--- src/rtl/pipe_ctrl.sv ---
// pipe_ctrl: central hazard/stall controller for the 5-stage core.
// Produces the per-stage stall vector and the jump flush/redirect, tracks
// multi-cycle EX ops and MEM bus waits, and flags waits that never finish.
// Optional feature macro: PIPE_CTRL_PERF_EN (adds stall/flush/load-use counters).
module pipe_ctrl #(
  parameter int ADDR_WIDTH  = 32,
  parameter int RADDR_WIDTH = 5,
  parameter int WAIT_LIMIT  = 255
) (
  input  logic                   clk_i,
  input  logic                   rst_i,
  input  logic [RADDR_WIDTH-1:0] id_rs1_raddr_i,
  input  logic                   id_rs1_re_i,
  input  logic [RADDR_WIDTH-1:0] id_rs2_raddr_i,
  input  logic                   id_rs2_re_i,
  input  logic                   ex_inst_is_load_i,
  input  logic [RADDR_WIDTH-1:0] ex_rd_i,
  input  logic                   ex_jump_i,
  input  logic [ADDR_WIDTH-1:0]  ex_jump_addr_i,
  input  logic                   ex_mc_start_i,
  input  logic                   mc_done_i,
  input  logic                   mem_req_i,
  input  logic                   mem_ack_i,
  output logic [5:0]             stall_o,
  output logic                   flush_jump_o,
  output logic [ADDR_WIDTH-1:0]  jump_addr_o,
  output logic                   timeout_err_o
`ifdef PIPE_CTRL_PERF_EN
  ,
  output logic [31:0]            perf_stall_cnt_o,
  output logic [31:0]            perf_flush_cnt_o,
  output logic [31:0]            perf_lu_cnt_o
`endif
);

  localparam logic [5:0] STALL_MEM  = 6'b011111;
  localparam logic [5:0] STALL_MC   = 6'b001111;
  localparam logic [5:0] STALL_LU   = 6'b000111;
  localparam logic [7:0] WAIT_LIM_C = 8'(WAIT_LIMIT);

  typedef enum logic [1:0] {
    RUN      = 2'd0,
    MC_WAIT  = 2'd1,
    MEM_WAIT = 2'd2
  } state_t;

  state_t     state_reg;
  logic [7:0] wait_cnt_reg;
  logic       timeout_err_reg;

  logic       mem_wait;
  logic       mc_wait;
  logic       rs1_hit;
  logic       rs2_hit;
  logic       load_use;
  logic       flush_jump;
  logic       lu_stall;
  logic       wait_release;
  logic [7:0] wait_cnt_inc;

  // Hazard classification from current state and this cycle's pipeline inputs
  always_comb begin
    mem_wait     = ((state_reg == MEM_WAIT) && !mem_ack_i) ||
                   ((state_reg == RUN) && mem_req_i && !mem_ack_i);
    mc_wait      = ((state_reg == MC_WAIT) && !mc_done_i) ||
                   ((state_reg == RUN) && ex_mc_start_i);
    rs1_hit      = id_rs1_re_i && (id_rs1_raddr_i == ex_rd_i);
    rs2_hit      = id_rs2_re_i && (id_rs2_raddr_i == ex_rd_i);
    // x0 is never a real destination, so it cannot create a hazard
    load_use     = ex_inst_is_load_i && (ex_rd_i != '0) && (rs1_hit || rs2_hit);
    // A jump resolved while EX is frozen is not final yet; hold it off
    flush_jump   = ex_jump_i && !mem_wait && !mc_wait;
    // The flushed ID instruction is discarded, so its hazard is moot
    lu_stall     = load_use && !flush_jump && !mem_wait && !mc_wait;
    wait_release = (state_reg == MEM_WAIT) ? mem_ack_i : mc_done_i;
    wait_cnt_inc = wait_cnt_reg + 8'd1;
  end

  // Output drive; everything is forced low while reset is asserted
  always_comb begin
    stall_o      = 6'b000000;
    flush_jump_o = 1'b0;
    jump_addr_o  = '0;
    if (!rst_i) begin
      if (mem_wait)
        stall_o = STALL_MEM;
      else if (mc_wait)
        stall_o = STALL_MC;
      else if (lu_stall)
        stall_o = STALL_LU;
      flush_jump_o = flush_jump;
      if (flush_jump)
        jump_addr_o = ex_jump_addr_i;
    end
  end

  // Wait-state FSM with watchdog; the LIMIT-th consecutive wait cycle without
  // completion raises the sticky error and forces the pipeline back to RUN
  always_ff @(posedge clk_i or posedge rst_i) begin
    if (rst_i) begin
      state_reg       <= RUN;
      wait_cnt_reg    <= 8'd0;
      timeout_err_reg <= 1'b0;
    end else begin
      case (state_reg)
        RUN: begin
          wait_cnt_reg <= 8'd0;
          if (mem_req_i && !mem_ack_i)
            state_reg <= MEM_WAIT;
          else if (ex_mc_start_i)
            state_reg <= MC_WAIT;
        end
        MC_WAIT, MEM_WAIT: begin
          if (wait_release) begin
            state_reg    <= RUN;
            wait_cnt_reg <= 8'd0;
          end else if (wait_cnt_inc == WAIT_LIM_C) begin
            state_reg       <= RUN;
            wait_cnt_reg    <= 8'd0;
            timeout_err_reg <= 1'b1;
          end else begin
            wait_cnt_reg <= wait_cnt_inc;
          end
        end
        default: begin
          state_reg    <= RUN;
          wait_cnt_reg <= 8'd0;
        end
      endcase
    end
  end

  assign timeout_err_o = timeout_err_reg;

`ifdef PIPE_CTRL_PERF_EN
  logic [31:0] perf_stall_cnt_reg;
  logic [31:0] perf_flush_cnt_reg;
  logic [31:0] perf_lu_cnt_reg;

  // Free-running event counters, wrapping naturally at 2^32
  always_ff @(posedge clk_i or posedge rst_i) begin
    if (rst_i) begin
      perf_stall_cnt_reg <= 32'd0;
      perf_flush_cnt_reg <= 32'd0;
      perf_lu_cnt_reg    <= 32'd0;
    end else begin
      if (stall_o[0])
        perf_stall_cnt_reg <= perf_stall_cnt_reg + 32'd1;
      if (flush_jump_o)
        perf_flush_cnt_reg <= perf_flush_cnt_reg + 32'd1;
      if (lu_stall)
        perf_lu_cnt_reg <= perf_lu_cnt_reg + 32'd1;
    end
  end

  assign perf_stall_cnt_o = perf_stall_cnt_reg;
  assign perf_flush_cnt_o = perf_flush_cnt_reg;
  assign perf_lu_cnt_o    = perf_lu_cnt_reg;
`endif

endmodule

--- config.mk ---
export PLATFORM = sky130hd
export DESIGN_NAME = pipe_ctrl
export DESIGN_NICKNAME = d
export VERILOG_FILES = /design/src/rtl/pipe_ctrl.sv
export SDC_FILE = /design/constraint.sdc
export NUM_CORES = 1
export LEC_CHECK = 0
export ABC_AREA = 1
export ABC_CLOCK_PERIOD_IN_PS = 3950
export CAP_MARGIN = 30
export CELL_PAD_IN_SITES_DETAIL_PLACEMENT = 1
export CELL_PAD_IN_SITES_GLOBAL_PLACEMENT = 2
export CORE_ASPECT_RATIO = 0.75
export CORE_MARGIN = 1
export CORE_UTILIZATION = 15
export DETAILED_ROUTE_END_ITERATION = 8
export PLACE_DENSITY = 0.92
export SYNTH_ARGS = -nofsm -noshare
export SYNTH_HDL_FRONTEND = slang
export SYNTH_SLANG_ARGS = --single-unit
--- constraint.sdc ---
create_clock -name clk_i -period 3.95 [get_ports clk_i]
set_input_delay 0.5925 -clock clk_i [delete_from_list [all_inputs] [get_ports clk_i]]
set_output_delay 0.5925 -clock clk_i [all_outputs]
set_load 0.005 [all_outputs]
### Word-level counts from Yosys, hierarchy flattened

Cells that the tools add are included.

* register bits after elaboration: 11
* input bits: 57
* output and inout port bits: 40
* word-level logic and storage cells: 56

* add/sub/neg operators: 1
* eq/ne operators: 7
* mux-type cells: 16
* bitwise operators: 1
* reduce and logical (&&, ||, !) cells: 28

Operator list (count)
* $mux 32: 2
* $mux 8: 3
* $logic_and 1x1->1: 15
* $eq 5x5->1: 2
* $mux 5: 2
* $add 8x1->8 const B: 1
* $eq 8x8->1 const B: 1
* $mux 2: 4
* $logic_not 1->1: 5
* $reduce_bool 5->1: 1
* $mux 4: 1
* $pmux 2 s2: 1
* $logic_or 1x1->1: 3
* $mux 3: 1
* $ne 3x2->1 const B: 1
* $ne 3x3->1 const B: 1
* $reduce_and 3->1: 1
* $eq 2x1->1 const B: 1
* $eq 2x2->1 const B: 1
* $logic_not 2->1: 1
* $mux 1: 2
* $reduce_and 2->1: 1
* $reduce_or 2->1: 1
* $not 1->1: 1

### Longest topological paths before layout

* depth after elaboration: 15
* depth in mapped cells: 13
* gate-level depth less buffers: 13

### Worst setup path before layout

No wires, ideal clock.

* path kind: input-to-output
* from: input rst_i
* to: output jump_addr_o[22]
* data arrival time: 1473 ps
* data required time: 3357 ps
* slack: 1884 ps
* stages: 4
* path buffers: 1
* cells stage by stage: inv_1 > nand4_1 > clkbuf_1 > nor2_1

* cells in the longest elaborated chain, start to end: 1

RTL lines
* start: declaration: RTL line 11 `input logic rst_i,`
* $mux 32: RTL line 84 `if (!rst_i) begin`
* end: declaration: RTL line 26 `output logic [ADDR_WIDTH-1:0] jump_addr_o,`

No other way between the ends.

### Worst setup path after layout

* from: input ex_rd_i[0]
* to: output stall_o[0]

* cells in the longest elaborated chain, start to end: 11
* elaborated cells on any way between the ends: 15
* those cells by class: eq/ne: 2; mux: 4; reduce/logical: 9

RTL lines
* start: declaration: RTL line 17 `input logic [RADDR_WIDTH-1:0] ex_rd_i,`
* $eq 5x5->1 (on tied branches): RTL line 67, 68
* $logic_and 1x1->1 (on tied branches): RTL line 67, 68
* $logic_or 1x1->1: RTL line 70 `load_use = ex_inst_is_load_i && (ex_rd_i != '0) && (rs1_hit || rs2_hit);`
* $logic_and 1x1->1 (*): RTL line 70
* $logic_and 1x1->1 (*) (3 in series): RTL line 74 `lu_stall = load_use && !flush_jump && !mem_wait && !mc_wait;`
* $mux 3 (*): RTL line 89 `else if (lu_stall)`
* $mux 4 (*): RTL line 87 `else if (mc_wait)`
* $mux 5 (*): RTL line 85 `if (mem_wait)`
* $mux 5 (*): RTL line 84
* end: declaration: RTL line 24 `output logic [5:0] stall_o,`

Mark *: on every way between the ends. The rest lies on a longest branch, timed or not.

==> results_dict.tcl <==
set metrics [dict create \
    num_vias 1485 \
    r2r_slack_ns 2.16 \
    largest_register_ffs 8 \
    rows 27 \
    start_util_pct 15.7 \
    place.port_buffers 95 \
    instances_no_fill 395 \
    clkLatencyLatePin_ns 0.24 \
    reg2regPathDepth 13 \
    ys_warn_count 0 \
    postCtsResizedCells 0 \
    setup_ws_ns 0.795 \
    cts_tree "yes" \
    synth_cells 199 \
    hold_depth 1 \
    worstSetupPathType "primary input to primary output" \
    cts.htree.levels 1 \
    max_freq_mhz 317 \
    drt_iter0_markers 23 \
    core_mm2 0.00740 \
    critPathArrivalTime_ns 2.56 \
    io_pins 97 \
    ys_seq_area_share_pct 23.8 \
    powerDensity_mw_per_mm2 267 \
    slowest_stage "clkdlybuf4s50_1" \
    path_common_cell "nand2_1" \
    status "complete, no violations" \
    post-cts-setup-buffers 0 \
    hold_path_end "timeout_err_o" \
    ir_drop_uv 111 \
    cts_buffers 3 \
    synth_seq_cells 11 \
    worstPathCellList "clkdlybuf4s50_1 > inv_1 > nand2_1 > nand3_1 > nor3_1 > nand3_1 > nand2_1 > nand2_1 > o21bai_1 > clkdlybuf4s50_1" \
    cp.required_ns 3.36 \
    period_minus_slack_ns 3.15 \
    slowest_delay_ns 0.59 \
    grt_max_degree 34 \
    fin_worst_skew_ns 0.00141 \
    fp.dieW_um 103 \
    worst-path-buf-inv 3 \
    finalSetupViolations 0 \
    rsz0062_at_grt "false" \
    power_mw 0.604 \
    overflow 0 \
    timing.rr.start "wait_cnt_reg[0]" \
    clock_sinks 11 \
    hpwl_mm 3.68 \
    viasPerCell 3.76 \
    finalMaxSlewViolations 0 \
    die_y_um 78.1 \
    grt_pass1_wl_mm 7.25 \
    ys_types 27 \
    drc 0 \
    grt_pass1_vias 1667 \
    crit_cells 10 \
    drive_gt1_share_pct 6.12 \
    num_antenna_cells 0 \
    drt-pass1-iter-count 4 \
    avgSynthCellArea_um2 5.82 \
    antenna_found_initial 0 \
    gp_congestion 0.738 \
    wire_per_inst_um 10.8 \
    track_usage_pct 11.2 \
    hp-start "timeout_err_o" \
    synthesis.nets 261 \
    die_area_mm2 0.00808 \
    cts_hold_buffers 0 \
    pre_cts_ws_ns 0.742 \
    start_kind "primary input" \
    cap_violations 0 \
    r2r-end "state_reg[1]" \
    setup_tns_ns 0 \
    leakage_nw 1.09 \
    path_max_fanout 3 \
    routed_wl_mm 4.27 \
    area_delta_synth_final_pct 95.2 \
    final_nets 357 \
    worst_setup_path_end_kind "primary output" \
    hold_path_class "register to register" \
    cts-root-buf "clkbuf_8" \
    hold_viol_final 0 \
    syn_area_mm2 0.00116 \
    ant_nets 0 \
    path_delay_family "buffers and inverters" \
    fin_crit_sh_pct 79.9 \
    dp_cells 391 \
    path_clk_slew_ns 0.05 \
    clk_path_buf_depth 2 \
]
[layer usage]
layer  global-route usage [%]  vias up  routed length, um
met3                     4.81        4                473
li1                         -      766                  -
met5                        0        -                  0
met1                     12.5      652               1700
met2                     19.8       63               2060
met4                     2.25        0                 39
[report_power, final]
part,internal [mW],total (mW),switching [mW]
logic,0.189,0.349,0.159
registers,0.127,0.142,0.0151
clock network,0.0709,0.114,0.0427
total,0.387,0.604,0.217
[cell families after synthesis]
| group | share of synthesized area [%] |
|---|---|
| AO/OA/AOI/OAI | 7.99 |
| buffers and inverters | 21.1 |
| adder cells (fa/ha/maj) | 5.40 |
| XOR/XNOR | 3.02 |
| flip-flops | 23.8 |
| AND/OR/NAND/NOR | 38.4 |
| other | 0.324 |
[cell usage after synthesis]
library cell  instances  share of area, %
a21boi_0              1              0.65
a21oi_1               3               1.3
a31o_2                1              0.76
buf_4                 3               1.9
clkbuf_1              3              0.97
conb_1                1              0.32
dfrtp_1              11                24
ha_1                  5               5.4
inv_1                54                17
inv_2                 2              0.65
nand2_1              32                10
nand2_2               3               1.6
nand2_4               1              0.97
nand3_1               6               2.6
nand3_2               2               1.7
nand3b_1              1              0.65
nand4_1               5               2.7
nor2_1               46                15
nor2_2                3               1.6
nor3_1                3               1.3
o21a_1                1              0.65
o21ai_0               2              0.86
o21ai_1               1              0.43
o21bai_1              2               1.3
o21bai_2              1              0.97
o22ai_1               2               1.1
xnor2_1               4               3.0
[per-stage QoR]
stage          hold WS (ns)  utilization [%]  cell area (um2)
4_1_cts               0.475             30.6             2260
6_report              0.468             30.6             2260
3_3_place_gp          0.456             30.0             2220
2_1_floorplan         0.461                -             1160
3_5_place_dp          0.463             30.0             2220
5_1_grt               0.506             30.6             2260
[worst max-delay path by stage]
stage	endpoint	from
3_3_place_gp	stall_o[0]	ex_rd_i[0]
3_5_place_dp	stall_o[0]	ex_rd_i[0]
4_1_cts	stall_o[0]	ex_rd_i[0]
2_1_floorplan	jump_addr_o[22]	rst_i
6_report	stall_o[0]	ex_rd_i[0]
5_1_grt	stall_o[2]	ex_rd_i[0]
[cell type report]
type,count,area (um2)
Timing Repair Buffer,97,966
Sequential cell,11,275
Multi-Input combinational cell,126,639
Inverter,56,210
Fill cell,919,5140
Clock buffer,4,45.0
Tap cell,101,126
[worst reg2reg max path, delay by kind of cell, from the launching register on]
| kind | cells | cell delay [ns] |
|---|---|---|
| AND/OR/NAND/NOR | 11 | 0.95 |
| flip-flops | 1 | 0.43 |
| adder cells (fa/ha/maj) | 1 | 0.25 |
| buffers and inverters | 1 | 0.05 |
[cell usage in the layout (no fill, tap or decap), drive strengths merged]
master	Yosys	layout
o21bai	3	3
a31o	1	1
nand3b	1	1
dfrtp	11	11
clkbuf	3	4
nand3	8	8
xnor2	4	4
o21a	1	1
o21ai	3	3
nand2	36	36
nor2	49	49
nand4	5	5
a21boi	1	1
conb	1	1
inv	56	56
clkdlybuf4s50	0	95
nor3	3	3
ha	5	5
o22ai	2	2
a21oi	3	3
buf	3	2
Power figures use the tool's default switching activity.
